`config.mk`:
```
export PLATFORM = sky130hd
export DESIGN_NAME = half_adder
export DESIGN_NICKNAME = d
export VERILOG_FILES = /design/src/rtl/half_adder_pkg.sv /design/src/rtl/half_adder_cell.sv /design/src/rtl/half_adder.sv
export SDC_FILE = /design/constraint.sdc
export NUM_CORES = 1
export LEC_CHECK = 0
export CAP_MARGIN = 15
export CORE_AREA = 3 3 40 42
export CTS_CLUSTER_SIZE = 25
export DETAILED_ROUTE_END_ITERATION = 8
export DIE_AREA = 0 0 43 45
export PLACE_DENSITY = 0.4
export SYNTH_ARGS = -nofsm -noshare
export SYNTH_HDL_FRONTEND = slang
export SYNTH_SLANG_ARGS = --single-unit
export TNS_END_PERCENT = 50
```
`constraint.sdc`:
```
create_clock -name clk -period 1.55 [get_ports clk]
set_clock_uncertainty 0.15 [all_clocks]
set_input_delay 0.31 -clock clk [delete_from_list [all_inputs] [get_ports clk]]
set_output_delay 0.31 -clock clk [all_outputs]
set_load 0.02 [all_outputs]
```
`src/rtl/half_adder_pkg.sv`:
```
// Shared constants and helpers for the half_adder block.
package half_adder_pkg;

  localparam int unsigned WIDTH_MAX = 64;
  localparam int unsigned CNT_W_MAX = 32;

  // Number of set bits in a lane vector, zero-extended to WIDTH_MAX.
  function automatic int unsigned popcount(input logic [WIDTH_MAX-1:0] v);
    int unsigned n;
    n = 0;
    for (int i = 0; i < WIDTH_MAX; i++) begin
      if (v[i]) n++;
    end
    return n;
  endfunction

endpackage

```
`src/rtl/half_adder_cell.sv`:
```
// Purely combinational 1-bit half adder.
module half_adder_cell (
  input  logic a,
  input  logic b,
  output logic sum,
  output logic cout
);

  assign sum  = a ^ b;
  assign cout = a & b;

endmodule

```
`src/rtl/half_adder.sv`:
```
// WIDTH independent half-adder lanes behind a one-deep valid/ready output register.
// Optional saturating carry-event counter enabled by HALF_ADDER_CARRY_CNT_EN.
module half_adder
  import half_adder_pkg::*;
#(
  parameter int unsigned WIDTH = 1,
  parameter int unsigned CNT_W = 16
) (
  input  logic             clk,
  input  logic             rst,
  input  logic             in_valid,
  output logic             in_ready,
  input  logic [WIDTH-1:0] a,
  input  logic [WIDTH-1:0] b,
  output logic             out_valid,
  input  logic             out_ready,
  output logic [WIDTH-1:0] sum,
  output logic [WIDTH-1:0] cout
`ifdef HALF_ADDER_CARRY_CNT_EN
  ,
  output logic [CNT_W-1:0] carry_cnt
`endif
);

  if (WIDTH < 1 || WIDTH > WIDTH_MAX || CNT_W < 1 || CNT_W > CNT_W_MAX) begin : g_bad_param
    $error("half_adder: WIDTH or CNT_W out of legal range");
  end

  logic [WIDTH-1:0] lane_sum;
  logic [WIDTH-1:0] lane_cout;

  for (genvar i = 0; i < WIDTH; i++) begin : g_lane
    half_adder_cell u_cell (
      .a    (a[i]),
      .b    (b[i]),
      .sum  (lane_sum[i]),
      .cout (lane_cout[i])
    );
  end

  logic             valid_q, valid_d;
  logic [WIDTH-1:0] sum_q, sum_d;
  logic [WIDTH-1:0] cout_q, cout_d;
  logic             accept;

  // Slot frees up in the same cycle the consumer drains it.
  assign in_ready = !valid_q || out_ready;
  assign accept   = in_valid && in_ready;

  always_comb begin
    valid_d = valid_q;
    sum_d   = sum_q;
    cout_d  = cout_q;
    if (accept) begin
      valid_d = 1'b1;
      sum_d   = lane_sum;
      cout_d  = lane_cout;
    end else if (out_ready) begin
      valid_d = 1'b0;
    end
  end

  always_ff @(posedge clk or posedge rst) begin
    if (rst) begin
      valid_q <= 1'b0;
      sum_q   <= '0;
      cout_q  <= '0;
    end else begin
      valid_q <= valid_d;
      sum_q   <= sum_d;
      cout_q  <= cout_d;
    end
  end

  assign out_valid = valid_q;
  assign sum       = sum_q;
  assign cout      = cout_q;

`ifdef HALF_ADDER_CARRY_CNT_EN
  localparam logic [63:0] CntMax = (64'd1 << CNT_W) - 64'd1;

  logic [CNT_W-1:0] cnt_q, cnt_d;
  logic [63:0]      cnt_sum;

  // Add in 64 bits so the saturation compare never sees a wrapped value.
  always_comb begin
    cnt_sum = 64'(cnt_q) + 64'(popcount(WIDTH_MAX'(lane_cout)));
    cnt_d   = cnt_q;
    if (accept) begin
      cnt_d = (cnt_sum > CntMax) ? CntMax[CNT_W-1:0] : cnt_sum[CNT_W-1:0];
    end
  end

  always_ff @(posedge clk or posedge rst) begin
    if (rst) begin
      cnt_q <= '0;
    end else begin
      cnt_q <= cnt_d;
    end
  end

  assign carry_cnt = cnt_q;
`endif

endmodule

```
==> results.cfg, run 1 <==
[clock_tree]
numCtsBuffers = 3
clockBufferDepth = 2
cts_hold_buf = 0
clockRootBuffer = clkbuf_4
cts_tree = yes
clk_latency_ns = 0.23
cts-htree-levels = 1
cts_num_sinks = 3
clk_pin_slew_ns = 0.04
cts_setup_buffers = 0

[finish]
num_antenna_cells = 0
fin_area_sq_um = 283
fillCellCount = 147
layout-drive-gt1-share_pct = 37.5
final_cell_mix = 5 x clkdlybuf4s50_1, 3 x clkbuf_4, 3 x dfrtp_1, 3 x dlygate4sd2_1, 2 x mux2_4
final_common_cell = clkdlybuf4s50_1
fin_nets = 32
utilization_pct = 22.0
area_delta_synth_final_pct = 89.9

[yosys]
synth_seq_cells = 3
yosysTopAreaCellShare_pct = 50.4
synth_area_per_cell_sq_um = 14.9
synth_top_cell_by_area = dfrtp_1
yosys.cell_types.count = 7
ys_seq_area_share_pct = 50.4
netlist_instances = 10
syn_nets = 17
ys_warn_count = 0
syn_area_sq_um = 149
synth.area.top_cells = dfrtp_1 50%, mux2_4 20%, nand2b_4 9.2%

[floorplanning]
start_util_pct = 11.6
io_pins = 10
die_h_um = 45
die_area_sq_mm = 0.00194
die-width_um = 43
rows = 13
core_area_sq_mm = 0.00128

[placement]
io_buffers = 9
routabilityCongestion = 0.532
dpl_cell_area_sq_um = 265

[timing]
tightest_slew_ns = 0.213
hold_violations = 0
drv_slew = 0
post-route-period-util_pct = 96.4
hold_ws_ns = 0.0922
fmax_mhz = 670
final-setup-viol-count = 0
rsz0062_at_grt = false
fin_crit_ns = 1.49
relSlewSlack_pct = 85.9

[grt]
antenna_found_initial = 0
grt_usage_pct = 5.43
first_global_vias = 152
grt_pass1_wl_um = 600
grt_max_degree = 4
grt-ovfl-total = 0

[critical_path]
cp_max_fo = 2
critPathKind = input port to output pin
cp.arrival_ns = 1.03
r2r_setup_slack_ns = 0.32
crit_path_end = in_ready
r2r-end = cout
ff2ff_path_depth = 4
startpoint_type = input port
crit_path_end_kind = output pin
crit_required_ns = 1.09
worstSetupStartpoint = out_ready
r2r_start = out_valid

[pwr]
p_leak_uw = 0.000141
totalPowerFinal_uw = 302
power_density_mw_per_mm2 = 1070
vdd_drop_max_uv = 162

[run]
maxCapViolations = 0

[drt]
wl_per_cell_um = 9.38
vias_per_cell = 3.10
via_count = 121
first_pass_iters = 1
wl_um = 366
initialDrtViolationCount = 0
ant_nets = 0
drc = 0

[hold_path]
min_path_type = input port to async pin

[status]
status = finished clean
[registers in the layout (all words and copies together) (netlist names)]
register	flops
out_valid	1
sum	1
cout	1
[synth_stat cells]
library cell / n
mux2_4: 2
or2b_1: 1
nand2_2: 1
dfrtp_1: 3
inv_1: 1
ha_1: 1
nand2b_4: 1
[worst min path at each step]
stage,slack (ns),start,end
3_3_place_gp,0.34,rst,out_valid
4_1_cts,0.09,rst,cout
6_report,0.09,rst,cout
2_1_floorplan,-0.09,rst,cout
5_1_grt,0.11,rst,cout
3_5_place_dp,0.34,rst,out_valid
[metal layers]
layer,track usage [%],vias to the layer above,share of wire (%)
met5,0,-,0
met4,10.8,0,7.4
met3,2.39,2,3.0
met2,8.98,4,64
met1,2.67,55,25
li1,-,60,-
[critical path, cell delays in order]
cell and delay, ns:
clkdlybuf4s50_1 0.45, nand2b_4 0.11, clkbuf_2 0.16
[report_power, final]
part           internal [uW]  switching [uW]  total, uW
registers               89.0            5.79       94.7
clock network           96.4            39.4        136
logic                   40.9            30.3       71.3
total                    226            75.5        302
[what timing repair did]
| item | 4_1_cts | 5_1_grt |
|---|---|---|
| setup endpoints to repair | 4 | 1 |
| gates resized for setup | 5 | 1 |
| gates cloned | 0 | 0 |
[through the flow]
step                      cells  TNS, ns  setup WS (ns)
after global placement       35   -0.532         -0.384
after detailed placement     35   -0.557         -0.384
final                        39        0         0.0565
after CTS                    39  -0.0877        -0.0877
after global routing         39        0         0.0376
after floorplan              10        0          0.294
[cell families after synthesis]
logic type	after synthesis	synth area share (%)
adder cells (fa/ha/maj)	1	8.40
buffers and inverters	1	2.52
AND/OR/NAND/NOR	3	18.5
multiplexers	2	20.2
flip-flops	3	50.4
[cell type report]
class / instances / area, sq um / share of cell area [%]
sequential: 3 / 75.1 / 26.5
inverter: 1 / 3.75 / 1.33
clock buffer: 4 / 26.3 / 9.29
tap: 15 / 18.8 / 6.64
multi-input combinational: 6 / 70.1 / 24.8
timing repair buffer: 10 / 88.8 / 31.4
No activity file was read; power rests on OpenSTA's default activity.
==> run 2: changes to the inputs <==
--- a/config.mk
+++ b/config.mk
@@ -11,6 +11,8 @@
 export DETAILED_ROUTE_END_ITERATION = 8
 export DIE_AREA = 0 0 43 45
 export PLACE_DENSITY = 0.4
+export SKIP_CTS_REPAIR_TIMING = 1
+export SLEW_MARGIN = 20
 export SYNTH_ARGS = -nofsm -noshare
 export SYNTH_HDL_FRONTEND = slang
 export SYNTH_SLANG_ARGS = --single-unit
==> run 2 against run 1 <==
Compared with the run above: final area is 4.0% higher; sequential share of layout area is 1.0 points lower; combinational power is 7.4% higher; clock-buffer cell count stayed put; sequential power hardly changed; setup slack hardly changed; non-clock buffer count stayed put; routed wire length is 2.2% higher; register-to-register slack hardly changed; utilization is 0.88 points higher; critical path depth stayed put; fmax hardly changed; critical path type unchanged; critical endpoint unchanged; largest power group unchanged.
==> results.cfg, run 2 (synthesis gave the netlist of run 1 again) <==
[clock_tree]
clockRootBuffer = clkbuf_4
clk_pin_slew_ns = 0.04
cts_tree = yes
clk_latency_ns = 0.23
numCtsBuffers = 3
clockBufferDepth = 2
cts-htree-levels = 1
cts_num_sinks = 3

[pwr]
clkPwrFrac_pct = 44.2
p_sw_share_pct = 24.7
power.combinational.fraction_pct = 24.9
p_sw_uw = 75.8
vdd_drop_max_uv = 162
power_frac_seq_pct = 30.9
totalPowerFinal_uw = 307
p_leak_uw = 0.000166
p_int_uw = 232
power_density_mw_per_mm2 = 1050

[finish]
layout-drive-gt1-share_pct = 37.5
final_common_cell = clkdlybuf4s50_1
fillCellCount = 142
final_cell_mix = 5 x clkdlybuf4s50_1, 3 x clkbuf_4, 3 x dfrtp_1, 3 x dlymetal6s2s_1, 2 x mux2_4
num_antenna_cells = 0
fin_area_sq_um = 294
area_delta_synth_final_pct = 97.5
fin_nets = 32
utilization_pct = 22.9

[timing]
relSlewSlack_pct = 84.8
hold_violations = 0
tns_ns = 0
post-route-period-util_pct = 96.4
tightest_slew_ns = 0.228
fmax_mhz = 670
rsz0062_at_grt = false
fin_crit_ns = 1.49
final-setup-viol-count = 0
drv_slew = 0

[critical_path]
r2r_start = out_valid
cp.arrival_ns = 1.03
crit_required_ns = 1.09
crit_path_end_kind = output pin
startpoint_type = input port
critPathTopFamily = buffers and inverters
slowest_delay_ns = 0.45
worstSetupStartpoint = out_ready
slowest_stage = clkdlybuf4s50_1
cp_cell_sequence = clkdlybuf4s50_1, nand2b_4, clkbuf_2
path_buf_inv = 2
critPathKind = input port to output pin
cp_max_fo = 2

[drt]
wl_um = 374
drt-met1-wl_um = 94
wl_met3_um = 9
wl_met2_um = 244
ant_nets = 0
drc = 0
wl_per_cell_um = 9.59
first_pass_iters = 1
initialDrtViolationCount = 0
vias_per_cell = 3.10
via_count = 121
top_layer_used = met4

[floorplanning]
die_area_sq_mm = 0.00194
die-width_um = 43
io_pins = 10
core_area_sq_mm = 0.00128
start_util_pct = 11.6
rows = 13
die_h_um = 45

[grt]
grt_max_degree = 4
antenna_found_initial = 0
first_global_vias = 152
grt_usage_pct = 5.43
grt-ovfl-total = 0
grt_pass1_wl_um = 600

[hold_path]
min_path_type = input port to async pin

[placement]
dpl_cell_area_sq_um = 265
io_buffers = 9
routabilityCongestion = 0.532

[run]
maxCapViolations = 0

[status]
status = finished clean
run 2: worst paths after layout:
kind	to	slack, ns	cells after the start
max in group asynchronous	sum	1.03	2
max	in_ready	0.06	3
min reg2reg	sum	0.35	1
max reg2reg	cout	0.32	4
min in group clk	sum	0.35	1
min	cout	0.09	2
run 2: stage by stage:
step                hold WS (ns)  setup slack [ns]  std cells
global route               0.106            0.0376         39
detailed placement         0.336            -0.384         35
CTS                       0.0855            -0.389         39
global placement           0.335            -0.384         35
finish                    0.0922            0.0565         39
floorplan                -0.0864             0.294         10
run 2: area by class of cell:
cell class / count / area (sq um) / area share [%]
well taps: 15 / 18.8 / 6.38
flip-flops and latches: 3 / 75.1 / 25.5
inverters: 1 / 3.75 / 1.28
clock buffers: 4 / 26.3 / 8.94
multi-input cells: 6 / 70.1 / 23.8
repair buffers: 10 / 100 / 34.0
run 2: routing by layer:
metal  vias to the layer above  global-route usage, %
li1                         59                      -
met1                        56                   2.67
met2                         4                   8.98
met3                         2                   2.39
met4                         0                   10.8
met5                         -                      0
run 2: power groups by stage:
stage               Clock (uW)  Sequential, uW  Combinational, uW
finish                     136            94.8               76.6
global route               150            96.7               81.6
CTS                        144            95.9               81.8
detailed placement           0            96.9               81.2
global placement             0            96.4               80.6
floorplan                    0             109               25.9
==> run 3: changes to the inputs <==
--- a/config.mk
+++ b/config.mk
@@ -11,7 +11,6 @@
 export DETAILED_ROUTE_END_ITERATION = 8
 export DIE_AREA = 0 0 43 45
 export PLACE_DENSITY = 0.4
-export SKIP_CTS_REPAIR_TIMING = 1
 export SLEW_MARGIN = 20
 export SYNTH_ARGS = -nofsm -noshare
 export SYNTH_HDL_FRONTEND = slang
==> results of run 3 <==
Final layout, timing and power as in run 1 (identical DEF).
